$ cat config.mk
export PLATFORM = sky130hd
export DESIGN_NAME = game_sequencer
export DESIGN_NICKNAME = d
export VERILOG_FILES = /design/src/rtl/game_pkg.sv /design/src/rtl/game_sequencer_gap_timer.sv /design/src/rtl/game_sequencer.sv
export SDC_FILE = /design/constraint.sdc
export NUM_CORES = 1
export LEC_CHECK = 0
export ABC_CLOCK_PERIOD_IN_PS = 2200
export BUFFER_PORTS_ARGS = -buffer_cell sky130_fd_sc_hd__buf_4
export CAP_MARGIN = 15
export CORE_AREA = 2 2 101 103
export DETAILED_ROUTE_END_ITERATION = 12
export DIE_AREA = 0 0 103 105
export GPL_ROUTABILITY_DRIVEN = 1
export PLACE_DENSITY_LB_ADDON = 0.12
export SLEW_MARGIN = 10
export SYNTH_ARGS = -nofsm -noshare
export SYNTH_HDL_FRONTEND = slang
export SYNTH_SLANG_ARGS = --single-unit
$ cat constraint.sdc
create_clock -name i_clk -period 2.2 [get_ports i_clk]
set_input_delay 0.22 -clock i_clk [delete_from_list [all_inputs] [get_ports i_clk]]
set_output_delay 0.22 -clock i_clk [all_outputs]
set_load 0.005 [all_outputs]
$ cat src/rtl/game_pkg.sv
// Shared encodings for the game play controller: FSM state codes and level width.
package game_pkg;
  localparam int LEVEL_W = 4;

  typedef enum logic [2:0] {
    ST_IDLE      = 3'd0,
    ST_PLAY      = 3'd1,
    ST_PAUSE     = 3'd2,
    ST_LEVEL_GAP = 3'd3,
    ST_OVER      = 3'd4
  } state_e;
endpackage

$ cat src/rtl/game_sequencer_gap_timer.sv
// gap_timer: counts frame strobes while enabled; tc_o fires on the strobe that
// completes GAP_FRAMES. Holds its count while disabled, clears on clr_i or terminal.
module gap_timer #(
  parameter int GAP_FRAMES = 120
) (
  input  logic i_clk,
  input  logic i_rst,
  input  logic clr_i,
  input  logic en_i,
  input  logic stb_i,
  output logic tc_o
);
  localparam int CW = (GAP_FRAMES > 1) ? $clog2(GAP_FRAMES) : 1;

  logic [CW-1:0] cnt_q, cnt_d;

  assign tc_o = en_i && stb_i && (cnt_q == CW'(GAP_FRAMES - 1));

  // Next count: clear wins, otherwise advance on an enabled strobe, else hold.
  always_comb begin
    cnt_d = cnt_q;
    if (clr_i || tc_o)    cnt_d = '0;
    else if (en_i && stb_i) cnt_d = cnt_q + CW'(1);
  end

  // Count register.
  always_ff @(posedge i_clk) begin
    if (i_rst) cnt_q <= '0;
    else       cnt_q <= cnt_d;
  end
endmodule

$ cat src/rtl/game_sequencer.sv
// game_sequencer: play controller FSM, level speed, saturating score and the
// inter-level gap. Optional HISCORE_EN macro adds a best-score output kept across games.
module game_sequencer
  import game_pkg::*;
#(
  parameter int START_LEVEL = 1,
  parameter int MAX_LEVEL   = 9,
  parameter int GAP_FRAMES  = 120,
  parameter int SCORE_W     = 16
) (
  input  logic               i_clk,
  input  logic               i_rst,
  input  logic               i_ani_stb,
  input  logic               i_start,
  input  logic               i_pause_btn,
  input  logic               i_collide,
  input  logic               i_score_pls,
  input  logic [31:0]        i_lev,
  output logic               o_animate,
  output logic               o_pause,
  output logic [LEVEL_W-1:0] o_level,
  output logic               o_done,
  output logic               o_lose,
  output logic [SCORE_W-1:0] o_score,
`ifdef HISCORE_EN
  output logic [SCORE_W-1:0] o_hiscore,
`endif
  output logic [2:0]         o_state
);
  state_e               state_q, state_d;
  logic                 resume_gap_q, resume_gap_d; // pause returns to LEVEL_GAP when set
  logic [LEVEL_W-1:0]   level_q, level_d;
  logic [SCORE_W-1:0]   score_q, score_d;
  logic [31:0]          lev_q, lev_d;
  logic                 gap_clr, gap_en, gap_tc;

  gap_timer #(.GAP_FRAMES(GAP_FRAMES)) u_gap (
    .i_clk (i_clk),
    .i_rst (i_rst),
    .clr_i (gap_clr),
    .en_i  (gap_en),
    .stb_i (i_ani_stb),
    .tc_o  (gap_tc)
  );

  // Next-state, level, score and gap-timer control.
  always_comb begin
    state_d      = state_q;
    resume_gap_d = resume_gap_q;
    level_d      = level_q;
    score_d      = score_q;
    lev_d        = lev_q;
    gap_clr      = 1'b0;
    gap_en       = 1'b0;
    case (state_q)
      ST_IDLE, ST_OVER: begin
        if (i_start) begin
          state_d = ST_PLAY;
          score_d = '0;
          level_d = LEVEL_W'(START_LEVEL);
          gap_clr = 1'b1;
        end
      end
      ST_PLAY: begin
        if (i_collide) state_d = ST_OVER;
        else if (i_pause_btn) begin
          state_d      = ST_PAUSE;
          resume_gap_d = 1'b0;
        end else if (i_lev != lev_q) begin
          state_d = ST_LEVEL_GAP;
          lev_d   = i_lev;
        end
      end
      ST_PAUSE: begin
        if (i_pause_btn) state_d = resume_gap_q ? ST_LEVEL_GAP : ST_PLAY;
      end
      ST_LEVEL_GAP: begin
        if (i_collide) begin
          state_d = ST_OVER;
          gap_clr = 1'b1;
        end else if (i_pause_btn) begin
          state_d      = ST_PAUSE;
          resume_gap_d = 1'b1;
        end else begin
          gap_en = 1'b1;
          if (gap_tc) begin
            state_d = ST_PLAY;
            level_d = (level_q >= LEVEL_W'(MAX_LEVEL)) ? LEVEL_W'(MAX_LEVEL)
                                                       : level_q + LEVEL_W'(1);
          end
        end
      end
      default: state_d = ST_IDLE;
    endcase
    // Scoring is live only while the field moves; a pulse alongside a collision counts.
    if ((state_q == ST_PLAY || state_q == ST_LEVEL_GAP) && i_score_pls && (score_q != '1))
      score_d = score_q + SCORE_W'(1);
  end

  // State and datapath registers.
  always_ff @(posedge i_clk) begin
    if (i_rst) begin
      state_q      <= ST_IDLE;
      resume_gap_q <= 1'b0;
      level_q      <= LEVEL_W'(START_LEVEL);
      score_q      <= '0;
      lev_q        <= i_lev;
    end else begin
      state_q      <= state_d;
      resume_gap_q <= resume_gap_d;
      level_q      <= level_d;
      score_q      <= score_d;
      lev_q        <= lev_d;
    end
  end

`ifdef HISCORE_EN
  logic [SCORE_W-1:0] hiscore_q;

  // Capture the best score as the game ends, including any final coincident pulse.
  always_ff @(posedge i_clk) begin
    if (i_rst) hiscore_q <= '0;
    else if (state_q != ST_OVER && state_d == ST_OVER && score_d > hiscore_q)
      hiscore_q <= score_d;
  end

  assign o_hiscore = hiscore_q;
`endif

  assign o_animate = (state_q == ST_PLAY) || (state_q == ST_LEVEL_GAP);
  assign o_pause   = (state_q == ST_PAUSE);
  assign o_done    = (state_q == ST_LEVEL_GAP);
  assign o_lose    = (state_q == ST_OVER);
  assign o_level   = level_q;
  assign o_score   = score_q;
  assign o_state   = state_q;
endmodule

After elaboration in Yosys (flattened, before gate mapping) --
Index checks and enable logic that the tools add are counted.
Word-level totals: bits in registers 63, output and inout bits 27, logic and storage cells 84
Operators by class: add/sub/neg operators 3, magnitude comparators 1, equal/unequal tests 19, muxes and demuxes 35, reduce and logical (&&, ||, !) cells 20
Operator list (number):
- $mux 32 | 5
- $mux 16 | 3
- $ne 32x32->1 | 1
- $mux 3 | 8
- $mux 4 | 5
- $ne 2x2->1 const B | 9
- $add 16x1->16 const B | 1
- $ne 16x16->1 const B | 1
- $pmux 3 s4 | 1
- $reduce_bool 2->1 | 6
- $reduce_and 5->1 | 2
- $mux 1 | 9
- $pmux 4 s2 | 1
- $reduce_and 4->1 | 2
- $add 7x1->7 const B | 1
- $eq 7x7->1 const B | 1
- $eq 3x2->1 const B | 2
- $add 4x1->4 const B | 1
- $ge 4x4->1 const B | 1
- $logic_and 1x1->1 | 4
- $ne 4x3->1 const B | 1
- $ne 4x4->1 const B | 1
- $pmux 1 s2 | 2
- $reduce_or 2->1 | 2
- other kinds (7) | 8

Longest topological paths before layout --
Gate-level depths: netlist of the first run.
depth in word-level cells 9, gate-level depth with buffers 7

Cells and area by module --
A second synthesis of the first run with hierarchy kept.
Second synthesis, totals: cell total of the unflattened synthesis 285, area, all modules 3065.4 um^2
Modules (own cells, without submodules):
- game_sequencer | times used 1, cells an instance 244, area an instance 2713.9 um^2
- gap_timer | times used 1, cells an instance 41, area an instance 351.6 um^2

Worst setup path before layout of the first run --
OpenSTA, ideal clock, no wires.
path type reg2reg, start register state_q[0] (netlist: o_state[0]), end register lev_q[0], enable pin, arrival time 1534 ps, data required time 1823 ps, path slack 290 ps, cell stages (with the launch flop) 4, clock period less this slack 1910 ps, path through dfxtp_1 > clkbuf_1 > nor2b_1 > a31o_2
On the way: longest elaborated chain between the ends 3
Ends and longest elaborated chain:
- from (decl) | RTL line game_sequencer.sv:30 | state_e state_q, state_d;
- from (signal assigned) | RTL line game_sequencer.sv:109 | state_q <= state_d;
- $eq 3x1->1 | RTL line game_sequencer.sv:55 | case (state_q)
- $reduce_bool 2->1 (no source line)
- $reduce_and 4->1 (no source line)
- to (signal assigned) | RTL line game_sequencer.sv:107 | lev_q <= i_lev;
- to (signal assigned) | RTL line game_sequencer.sv:113 | lev_q <= lev_d;
- to (decl) | RTL line game_sequencer.sv:34 | logic [31:0] lev_q, lev_d;
No other way between the ends. A chain may end at the register's enable or synchronous reset.

Worst setup path after layout of the first run --
start register score_q[0] (netlist: o_score[0]), end register score_q[1] (netlist: o_score[1])
On the way: longest elaborated chain between the ends 4, elaborated cells on any way between the ends 7
Ends and longest elaborated chain:
- from (decl) | RTL line game_sequencer.sv:33 | logic [SCORE_W-1:0] score_q, score_d;
- from (signal assigned) | RTL line game_sequencer.sv:112 | score_q <= score_d;
- parallel branches: the longest is 4 deep, another holds $add 16x1->16
Several ways; the timed one is not identified.

==> results of run 1 <==
[state kept, by name, summed over array words and instances, names as in the netlist]
register and cells:
u_gap.cnt_q 7, o_state 3, lev_q 32, resume_gap_q 1, o_score 16, o_level 4
[cells by family after synthesis]
group / Yosys count
and+or+nand+nor: 118
DFF: 63
AOI/OAI and AO/OA: 43
xor gates and xnor gates: 39
buffers and inverters: 20
adders and majority gates: 5
muxes: 3
[power by group through the flow]
stage / logic (uW) / clock network [uW] / registers [uW]
after global placement: 271 / 0 / 1330
after CTS: 275 / 1150 / 1310
after floorplan: 147 / 0 / 1330
after global routing: 300 / 1180 / 1310
after detailed placement: 271 / 0 / 1340
final: 270 / 1100 / 1310
[critical path, delay by kind of cell (launching register included)]
family | cells | cell delay [ns]
compound gates | 1 | 0.13
fa+ha+maj | 1 | 0.24
buf+inv | 1 | 0.19
simple gates | 4 | 0.95
flops | 1 | 0.43
[path summary, 6_finish.rpt]
check / to / slack [ns] / cells past startpoint
max reg2reg: o_score[1] / 0.19 / 7
max: o_score[1] / 0.19 / 7
min reg2reg: u_gap.cnt_q[1] / 0.48 / 2
min: lev_q[3] / 0.06 / 1
[cells in the final DEF (no fill, tap or decap), types with 2 or more instances in the layout]
master,Yosys,routed
nor4_4,2,2
xor2_1,4,4
or3_1,6,6
or2_0,3,3
bufinv_16,0,2
mux2i_1,3,3
nor3_1,8,8
inv_1,12,12
a21oi_1,17,17
nand2_1,18,18
and3_1,4,4
nor2_2,1,2
xnor2_1,35,35
edfxtp_1,32,32
o21ai_0,12,12
clkbuf_8,0,9
nor4_1,5,5
nor2_1,25,24
o21ai_1,4,4
ha_1,5,5
dfxtp_1,31,31
clkinv_2,0,3
nand3_1,12,12
nor2b_1,2,2
nand4_1,16,16
buf_4,1,73
nand2b_1,5,5
[per-layer routing]
layer  share of wire  wire, um  GRT usage  vias to the layer above
li1                -         -          -                     1194
met1            0.48      3240      0.162                     1067
met2            0.44      2940      0.200                       56
met3           0.061       408     0.0421                       11
met4           0.017       117     0.0508                        0
met5               0         0          0                        -
[cell type report]
class / count / area, um^2
Clock buffer: 9 / 124
Clock inverter: 7 / 87.6
Fill cell: 1020 / 5720
Inverter: 12 / 45.0
Multi-Input combinational cell: 208 / 1370
Sequential cell: 63 / 1580
Tap cell: 133 / 166
Timing Repair Buffer: 73 / 548
[metrics by stage]
step / instance area (um^2) / hold WS [ns]
after floorplan: 3010 / 0.319
after global placement: 3690 / 0.418
after detailed placement: 3690 / 0.417
after CTS: 3910 / 0.0445
after global routing: 3920 / 0.0467
final: 3920 / 0.0643
[timing repair]
action / in CTS / in global routing
hold buffers: 0 / 0
endpoints found under the setup margin: 32 / 2
cloned: 0 / 0
endpoints found under the hold margin: 0 / 0
pin swaps: 0 / 0
buffers inserted: 0 / 0
resized for setup: 1 / 2
==> impl_metrics.csv, run 1 <==
group,metric,value,unit
status,status,"finished, final reports clean",
floorplanning,fp.dieW,103,um
drt,vias_per_cell,4.61,
power_and_ir_drop,clkPwrFrac,0.411,
synth,synth-compound-area-share,0.0822,
synth,netlist.area_leader.share,0.319,
synth,synth_cells,291,
critical_path,startpoint,"o_score[0]",
sta,rsz0062_at_grt,"no",
power_and_ir_drop,finalPower,2680,uW
global_routing,grt_max_degree,33,
synth,syn-cell-area,3010,um^2
sta,setup_slack,0.193,ns
global_routing,grt_pass1_vias,2277,
power_and_ir_drop,powerDensity,684,nW/um^2
power_and_ir_drop,switching_share,0.233,
critical_path,cp_data_arrival_time,2.29,ns
floorplanning,die_h,105,um
power_and_ir_drop,p_int,2060,uW
synth,synth-simple-area-share,0.221,
floorplanning,ios,66,
critical_path,cp-end-kind,"register",
drt,first_pass_iters,4,
drt,antenna_left,0,
global_routing,grt_remaining_overflow,0,
sta,clock_skew,0.00906,ns
power_and_ir_drop,vdd_drop_max,0.329,mV
synth,yosysWarningCount,0,
final_layout,syn2layout_area_growth,30.1,%
clocking,cts_max_level,3,
drt,wl,6.71,mm
synth,async_reset_ff_frac,0,
placed_design,gp_congestion,0.746,
synth,synth_area_per_cell,10.4,um^2
synth,synthMuxAreaShare,0.00997,
power_and_ir_drop,p_sw,624,uW
sta,setup_tns,0,ns
sta,setup_viol,0,
sta,layout_worst_path_cycle_share,0.912,
clocking,root_buffer,"clkbuf_8",
drt,drc,0,
placed_design,dpl.hpwl,4.82,mm
synth,synthXorXnorAreaFrac,0.113,
synth,yosysSeqAreaShare,0.525,
global_routing,grt_use_total,0.128,
synth,synth_seq_cells,63,
synth,yosys.cell_count.top_type,"xnor2_1",
power_and_ir_drop,comb_power_share,0.101,
synth,yosysTopAreaCell,"edfxtp_1",
final_layout,diodes,0,
synth,yosysUniqueCellTypes,47,
global_routing,grt_first_pass_wirelength,10.8,mm
critical_path,cp.required,2.48,ns
floorplanning,core_area,9640,um^2
clocking,cts.reportedPaths.clkPinSlew,0.07,ns
run,cap_viol_max_count,0,
clocking,clockBufferDepth,2,
power_and_ir_drop,power.share.sequential,0.488,
critical_path,start_kind,"register",
drt,dr.first_iter.drc_count,67,
placed_design,dpl.cell_count,489,
sta,slew_viol_final,0,
synth,synth_edf_count,32,
synth,synth_fp_nets,335,
floorplanning,start_util,0.313,
sta,hold_viol_final,0,
synth,synthTopCellsByCount,"xnor2_1, edfxtp_1, dfxtp_1, nor2_1, nand2_1",
critical_path,cp_max_fo,6,
placed_design,port_buffers,65,
sta,tightest_slew,0.541,ns
final_layout,drive_gt1_frac,0.269,
clocking,tritoncts,"done",
final_layout,finish.utilization,0.407,
critical_path,worstSetupPathType,"register to register",
floorplanning,row_count,36,
clocking,clk_latency,0.34,ns
critical_path,cpPeakStageDelay,0.43,ns
final_layout,fin_cells,505,
drt,vias,2328,
synth,synth.area.top_cells,"edfxtp_1, dfxtp_1, xnor2_1, nand4_1, nor2_1",
sta,fmax,498,MHz
sta,slew_headroom,0.639,
placed_design,dp_slack,-0.0436,ns
floorplanning,die_area,10800,um^2
clocking,cts_sinks,63,
synth,synth_top_family_by_area,"simple AND/OR/NAND/NOR gates",
final_layout,final_nets,411,
critical_path,worstReg2RegStart,"o_score[0]",
min_path,holdCritPathClass,"input pin to register",
drt,wl_per_cell,13.3,um
sta,period_minus_slack,2.01,ns
synth,ys.flop_type,"edfxtp_1",
synth,synthAdderAreaFrac,0.0208,
clocking,cts_buffers,9,
min_path,hp-start,"i_lev[3]",
power_and_ir_drop,leakage,0.00148,uW
global_routing,antenna_found_initial,0,
critical_path,worst_path_max_delay_cell,"dfxtp_1",
critical_path,crit_chain,"ha_1, nand3_2, nor4_4, buf_4, nor2_1, or3b_1, a21oi_1",
(Power assumes the default switching activity.)
==> run 2, diff against run 1 <==
--- a/config.mk
+++ b/config.mk
@@ -5,6 +5,7 @@
 export SDC_FILE = /design/constraint.sdc
 export NUM_CORES = 1
 export LEC_CHECK = 0
+export ABC_AREA = 1
 export ABC_CLOCK_PERIOD_IN_PS = 2200
 export BUFFER_PORTS_ARGS = -buffer_cell sky130_fd_sc_hd__buf_4
 export CAP_MARGIN = 15
==> impl_metrics.csv, run 2 <==
group,metric,value,unit
final_layout,final_nets,524,
power_and_ir_drop,clkPwrFrac,0.334,
synth,yosysTopAreaCell,"edfxtp_1",
clocking,clk_latency,0.34,ns
drt,dr.first_iter.drc_count,87,
power_and_ir_drop,power.share.sequential,0.501,
placed_design,dpl.hpwl,5.47,mm
synth,yosysWarningCount,0,
synth,syn-cell-area,3300,um^2
floorplanning,core_area,9640,um^2
sta,layout_worst_path_cycle_share,0.838,
sta,whs,0.0633,ns
power_and_ir_drop,powerDensity,649,nW/um^2
synth,ys.flop_type,"edfxtp_1",
clocking,cts_max_level,3,
critical_path,worstReg2RegStart,"o_score[0]",
sta,setup_viol,0,
global_routing,grt_first_pass_wirelength,12.2,mm
critical_path,worstSetupPathType,"register to register",
final_layout,fin_cells,618,
min_path,holdCritPathClass,"input pin to register",
drt,first_pass_iters,4,
critical_path,reg2reg_slack,0.36,ns
final_layout,fillers,1028,
floorplanning,die_area,10800,um^2
final_layout,syn2layout_area_growth,25.1,%
global_routing,grt_remaining_overflow,0,
global_routing,grt_pass1_vias,2654,
power_and_ir_drop,switching_share,0.291,
drt,vias_per_cell,4.48,
drt,antenna_left,0,
clocking,tritoncts,"done",
drt,vias,2768,
critical_path,start_kind,"register",
power_and_ir_drop,finalPower,2680,uW
clocking,cts_resized,0,
floorplanning,fp.dieW,103,um
synth,synth_seq_cells,63,
synth,synth_area_per_cell,8.13,um^2
floorplanning,die_h,105,um
power_and_ir_drop,comb_power_share,0.165,
critical_path,r2r-end,"o_score[0]",
final_layout,finish.utilization,0.428,
power_and_ir_drop,leakage,0.00174,uW
drt,drc,0,
placed_design,port_buffers,65,
synth,yosysSeqAreaShare,0.479,
global_routing,antenna_found_initial,0,
final_layout,final_common_cell,"nand2_1",
synth,synth_fp_nets,450,
sta,fmax,543,MHz
power_and_ir_drop,p_int,1900,uW
floorplanning,ios,66,
synth,yosys.cell_count.top_type,"nand2_1",
final_layout,drive_gt1_frac,0.216,
critical_path,cp-end-kind,"register",
synth,synthTopCellsByCount,"nand2_1, inv_1, nor2_1, edfxtp_1, dfxtp_1",
power_and_ir_drop,vdd_drop_max,0.291,mV
critical_path,crit_end,"o_score[0]",
synth,async_reset_ff_frac,0,
clocking,clockBufferDepth,2,
sta,slew_viol_final,0,
clocking,hold_buffers,0,
placed_design,dpl.cell_count,602,
final_layout,largest_register_ffs,32,
critical_path,cp.required,2.43,ns
sta,hold_viol_final,0,
global_routing,grt_max_degree,33,
clocking,root_buffer,"clkbuf_8",
critical_path,cp_data_arrival_time,2.07,ns
power_and_ir_drop,p_sw,779,uW
clocking,cts_buffers,9,
sta,tightest_slew,0.327,ns
drt,wl,7.43,mm
critical_path,cp_max_fo,13,
run,cap_viol_max_count,0,
final_layout,regMostFlops,"lev_q",
drt,wl_per_cell,12.0,um
status,status,"finished, final reports clean",
synth,netlist.area_leader.share,0.291,
synth,synth_edf_count,32,
sta,setup_tns,0,ns
synth,synth.area.top_cells,"edfxtp_1, dfxtp_1, nand2_1, inv_1, xnor2_1",
sta,period_minus_slack,1.84,ns
sta,rsz0062_at_grt,"no",
floorplanning,row_count,36,
clocking,postCtsSetupBuffers,0,
critical_path,reg2regPathDepth,10,
placed_design,gp_congestion,0.836,
sta,slew_headroom,0.780,
sta,clock_skew,0.00966,ns
synth,yosysUniqueCellTypes,37,
final_layout,diodes,0,
floorplanning,start_util,0.342,
clocking,cts_sinks,63,
synth,synth_cells,406,
critical_path,startpoint,"o_score[0]",
clocking,cts.reportedPaths.clkPinSlew,0.08,ns
global_routing,grt_use_total,0.144,
final_layout,final_cell_mix,"nand2_1, buf_4, inv_1",
-- run 2: changes by cell type in the layout (fill, tap and decap cells not counted), moves of 6 or more --
cell     previous run  this run
nand2_1            18        99
inv_1              12        59
nand3_1            12        30
xnor2_1            35        23
nand4_1            16         5
nor2_1             24        35
a21oi_1            17        25
or3_1               6         0
-- run 2: how the worst min path moves through the flow --
stage / start / end / slack (ns) / depth (start not counted)
finish: i_lev[22] / lev_q[22] / 0.06 / 1
floorplan: i_lev[0] / lev_q[0] / 0.32 / 0
global placement: i_lev[6] / lev_q[6] / 0.42 / 1
global route: i_lev[24] / lev_q[24] / 0.04 / 1
CTS: i_lev[5] / lev_q[5] / 0.04 / 1
detailed placement: i_lev[16] / lev_q[16] / 0.42 / 1
-- run 2: layout make-up --
cell class                 instances  area (um^2)  area share
clock buffer                       9          124      0.0300
multi-input combinational        275         1440       0.349
clock inverter                     7         50.0      0.0121
timing repair buffer              69          531       0.129
inverter                          62          233      0.0564
sequential                        63         1580       0.383
tap                              133          166      0.0403
-- run 2: routing by layer --
metal	part of all wire	up-vias	global-route usage
met2	0.44	64	0.214
met5	0	-	0
met4	0.017	0	0.0583
met1	0.48	1232	0.191
li1	-	1459	-
met3	0.065	13	0.0482
-- run 2: logic make-up after synthesis --
group,count (synthesis),share of synthesized area
AND/OR/NAND/NOR,200,0.276
buffers and inverters,68,0.0834
flip-flops,63,0.479
AO/OA/AOI/OAI,46,0.0789
XOR/XNOR,24,0.0637
adder cells (fa/ha/maj),5,0.0190
-- run 2: power groups by stage --
stage                     clock network, uW  registers [uW]  logic, uW
after floorplan                           0            1360        264
after global placement                    0            1370        443
after detailed placement                  0            1370        448
after CTS                               943            1340        450
after global routing                    987            1350        505
final                                   894            1340        443
-- run 2: worst max-delay path, stage by stage, from the launching register on --
cell,delay (ns)
dfxtp_1,0.42
ha_1,0.21
nand2_2,0.06
inv_1,0.08
nand2_1,0.08
nor2_2,0.12
nand2_2,0.09
o21ai_4,0.24
inv_2,0.17
o21ai_0,0.19
a21oi_1,0.07
-- run 2: through the flow --
step	area [um^2]	worst slack, ns
floorplan	3300	0.174
global placement	3950	0.472
detailed placement	3950	0.388
CTS	4130	0.362
global route	4130	0.134
finish	4130	0.357
==> run 3, diff against run 2 <==
--- a/config.mk
+++ b/config.mk
@@ -5,13 +5,13 @@
 export SDC_FILE = /design/constraint.sdc
 export NUM_CORES = 1
 export LEC_CHECK = 0
-export ABC_AREA = 1
-export ABC_CLOCK_PERIOD_IN_PS = 2200
+export ABC_AREA = 0
+export ABC_CLOCK_PERIOD_IN_PS = 1800
 export BUFFER_PORTS_ARGS = -buffer_cell sky130_fd_sc_hd__buf_4
 export CAP_MARGIN = 15
-export CORE_AREA = 2 2 101 103
+export CORE_AREA = 2 2 96 98
 export DETAILED_ROUTE_END_ITERATION = 12
-export DIE_AREA = 0 0 103 105
+export DIE_AREA = 0 0 98 100
 export GPL_ROUTABILITY_DRIVEN = 1
 export PLACE_DENSITY_LB_ADDON = 0.12
 export SLEW_MARGIN = 10
==> constraint.sdc (replaced) <==
create_clock -name i_clk -period 1.8 [get_ports i_clk]
set_input_delay 0.18 -clock i_clk [delete_from_list [all_inputs] [get_ports i_clk]]
set_output_delay 0.18 -clock i_clk [all_outputs]
set_load 0.005 [all_outputs]
==> impl_metrics.csv, run 3 (synthesis results as in run 1) <==
group,metric,value,unit
power_and_ir_drop,p_int,2480,uW
placed_design,gp_congestion,0.775,
final_layout,finish.utilization,0.474,
drt,dr.first_iter.drc_count,96,
sta,clock_skew,0.0106,ns
global_routing,grt_first_pass_wirelength,11.8,mm
critical_path,worstSetupPathType,"register to register",
min_path,hp-start,"i_lev[5]",
placed_design,post_dp_cell_area,3870,um^2
clocking,clk_latency,0.34,ns
critical_path,worstReg2RegStart,"lev_q[23]",
drt,wl_per_cell,14.0,um
final_layout,final_common_cell,"buf_4",
power_and_ir_drop,p_sw,750,uW
clocking,tritoncts,"done",
power_and_ir_drop,powerDensity,766,nW/um^2
clocking,cts_sinks,63,
sta,fmax,560,MHz
global_routing,grt_remaining_overflow,0,
critical_path,startpoint,"lev_q[23]",
sta,rsz0062_at_grt,"yes",
floorplanning,start_util,0.339,
placed_design,port_buffers,65,
sta,setup_viol,0,
final_layout,largest_register_ffs,32,
floorplanning,row_count,35,
critical_path,cp-end-kind,"register",
power_and_ir_drop,clkPwrFrac,0.388,
global_routing,antenna_found_initial,0,
final_layout,diodes,0,
clocking,cts_max_level,3,
final_layout,final_nets,444,
clocking,hold_buffers,0,
power_and_ir_drop,switching_share,0.233,
critical_path,cp.required,1.88,ns
floorplanning,core_area,8890,um^2
drt,vias,2500,
global_routing,grt_pass1_vias,2412,
power_and_ir_drop,power.share.sequential,0.495,
floorplanning,fp.dieW,98,um
drt,wl,7.22,mm
global_routing,grt_use_total,0.150,
power_and_ir_drop,leakage,0.00166,uW
min_path,holdCritPathClass,"input pin to register",
sta,tightest_slew,0.537,ns
drt,drc,0,
critical_path,cp_data_arrival_time,1.87,ns
final_layout,final_cell_mix,"buf_4, xnor2_1, edfxtp_1",
final_layout,syn2layout_area_growth,39.7,%
critical_path,cp_max_fo,8,
critical_path,reg2reg_slack,0.01,ns
drt,vias_per_cell,4.84,
status,status,"finished, final reports clean",
drt,first_pass_iters,4,
clocking,cts.reportedPaths.clkPinSlew,0.07,ns
sta,slew_viol_final,0,
global_routing,grt_max_degree,17,
sta,slew_headroom,0.642,
floorplanning,die_h,100,um
power_and_ir_drop,comb_power_share,0.117,
critical_path,start_kind,"register",
clocking,clockBufferDepth,2,
final_layout,regMostFlops,"lev_q",
floorplanning,ios,66,
floorplanning,die_area,9800,um^2
drt,antenna_left,0,
final_layout,fin_area,4210,um^2
final_layout,drive_gt1_frac,0.351,
placed_design,dpl.hpwl,5.02,mm
clocking,cts_buffers,9,
sta,hold_viol_final,0,
power_and_ir_drop,vdd_drop_max,0.343,mV
sta,period_minus_slack,1.79,ns
run,cap_viol_max_count,0,
clocking,root_buffer,"clkbuf_8",
sta,layout_worst_path_cycle_share,0.992,
run 3: final cells by class:
cell class / count / area (um^2)
inverter: 12 / 45.0
timing repair buffer: 103 / 773
clock buffer: 12 / 155
fill: 857 / 4680
tap: 111 / 139
multi-input combinational: 211 / 1470
sequential: 63 / 1580
clock inverter: 4 / 45.0
run 3: power by group through the flow:
stage	combinational (uW)	sequential [uW]	clock (uW)
2_1_floorplan	182	1630	0
3_3_place_gp	353	1630	0
3_5_place_dp	355	1630	0
4_1_cts	367	1600	1290
5_1_grt	418	1600	1340
6_report	378	1600	1250
run 3: final timing paths:
| path | depth (start not counted) | end |
|---|---|---|
| setup / recovery | 5 | lev_q[0] |
| hold / removal | 1 | lev_q[5] |
| hold reg to reg | 2 | u_gap.cnt_q[1] |
| setup reg to reg | 5 | lev_q[0] |
run 3: per-stage QoR:
| stage | TNS (ns) | power [uW] | setup WS [ns] | std cells | hold WS (ns) |
|---|---|---|---|---|---|
| after floorplan | 0 | 1810 | 0.0468 | 291 | 0.279 |
| final | 0 | 3230 | 0.0136 | 516 | 0.0247 |
| after global routing | -3.18 | 3360 | -0.109 | 516 | 0.0112 |
| after CTS | 0 | 3250 | 0.00314 | 511 | 0.0133 |
| after global placement | -3.25 | 1980 | -0.102 | 494 | 0.376 |
| after detailed placement | -4.27 | 1980 | -0.133 | 494 | 0.378 |
run 3: what timing repair did:
| action | in CTS | in global routing |
|---|---|---|
| pin swaps | 3 | 8 |
| endpoints found under the hold margin | 0 | 0 |
| endpoints found under the setup margin | 38 | 47 |
| resized for setup | 5 | 13 |
| cloned | 1 | 2 |
| buffers inserted | 0 | 3 |
run 3: worst max-delay path, cell delays in order, from the launching register on:
cell and delay, ns:
edfxtp_1 0.38, xnor2_1 0.17, nand4_1 0.12, nor4_2 0.36
nand2_2 0.18, a31o_2 0.32
run 3: metal layers:
layer | global-route usage | share of wire
met1 | 0.202 | 0.48
met3 | 0.0467 | 0.051
met2 | 0.230 | 0.45
met4 | 0.0545 | 0.015
met5 | 0 | 0
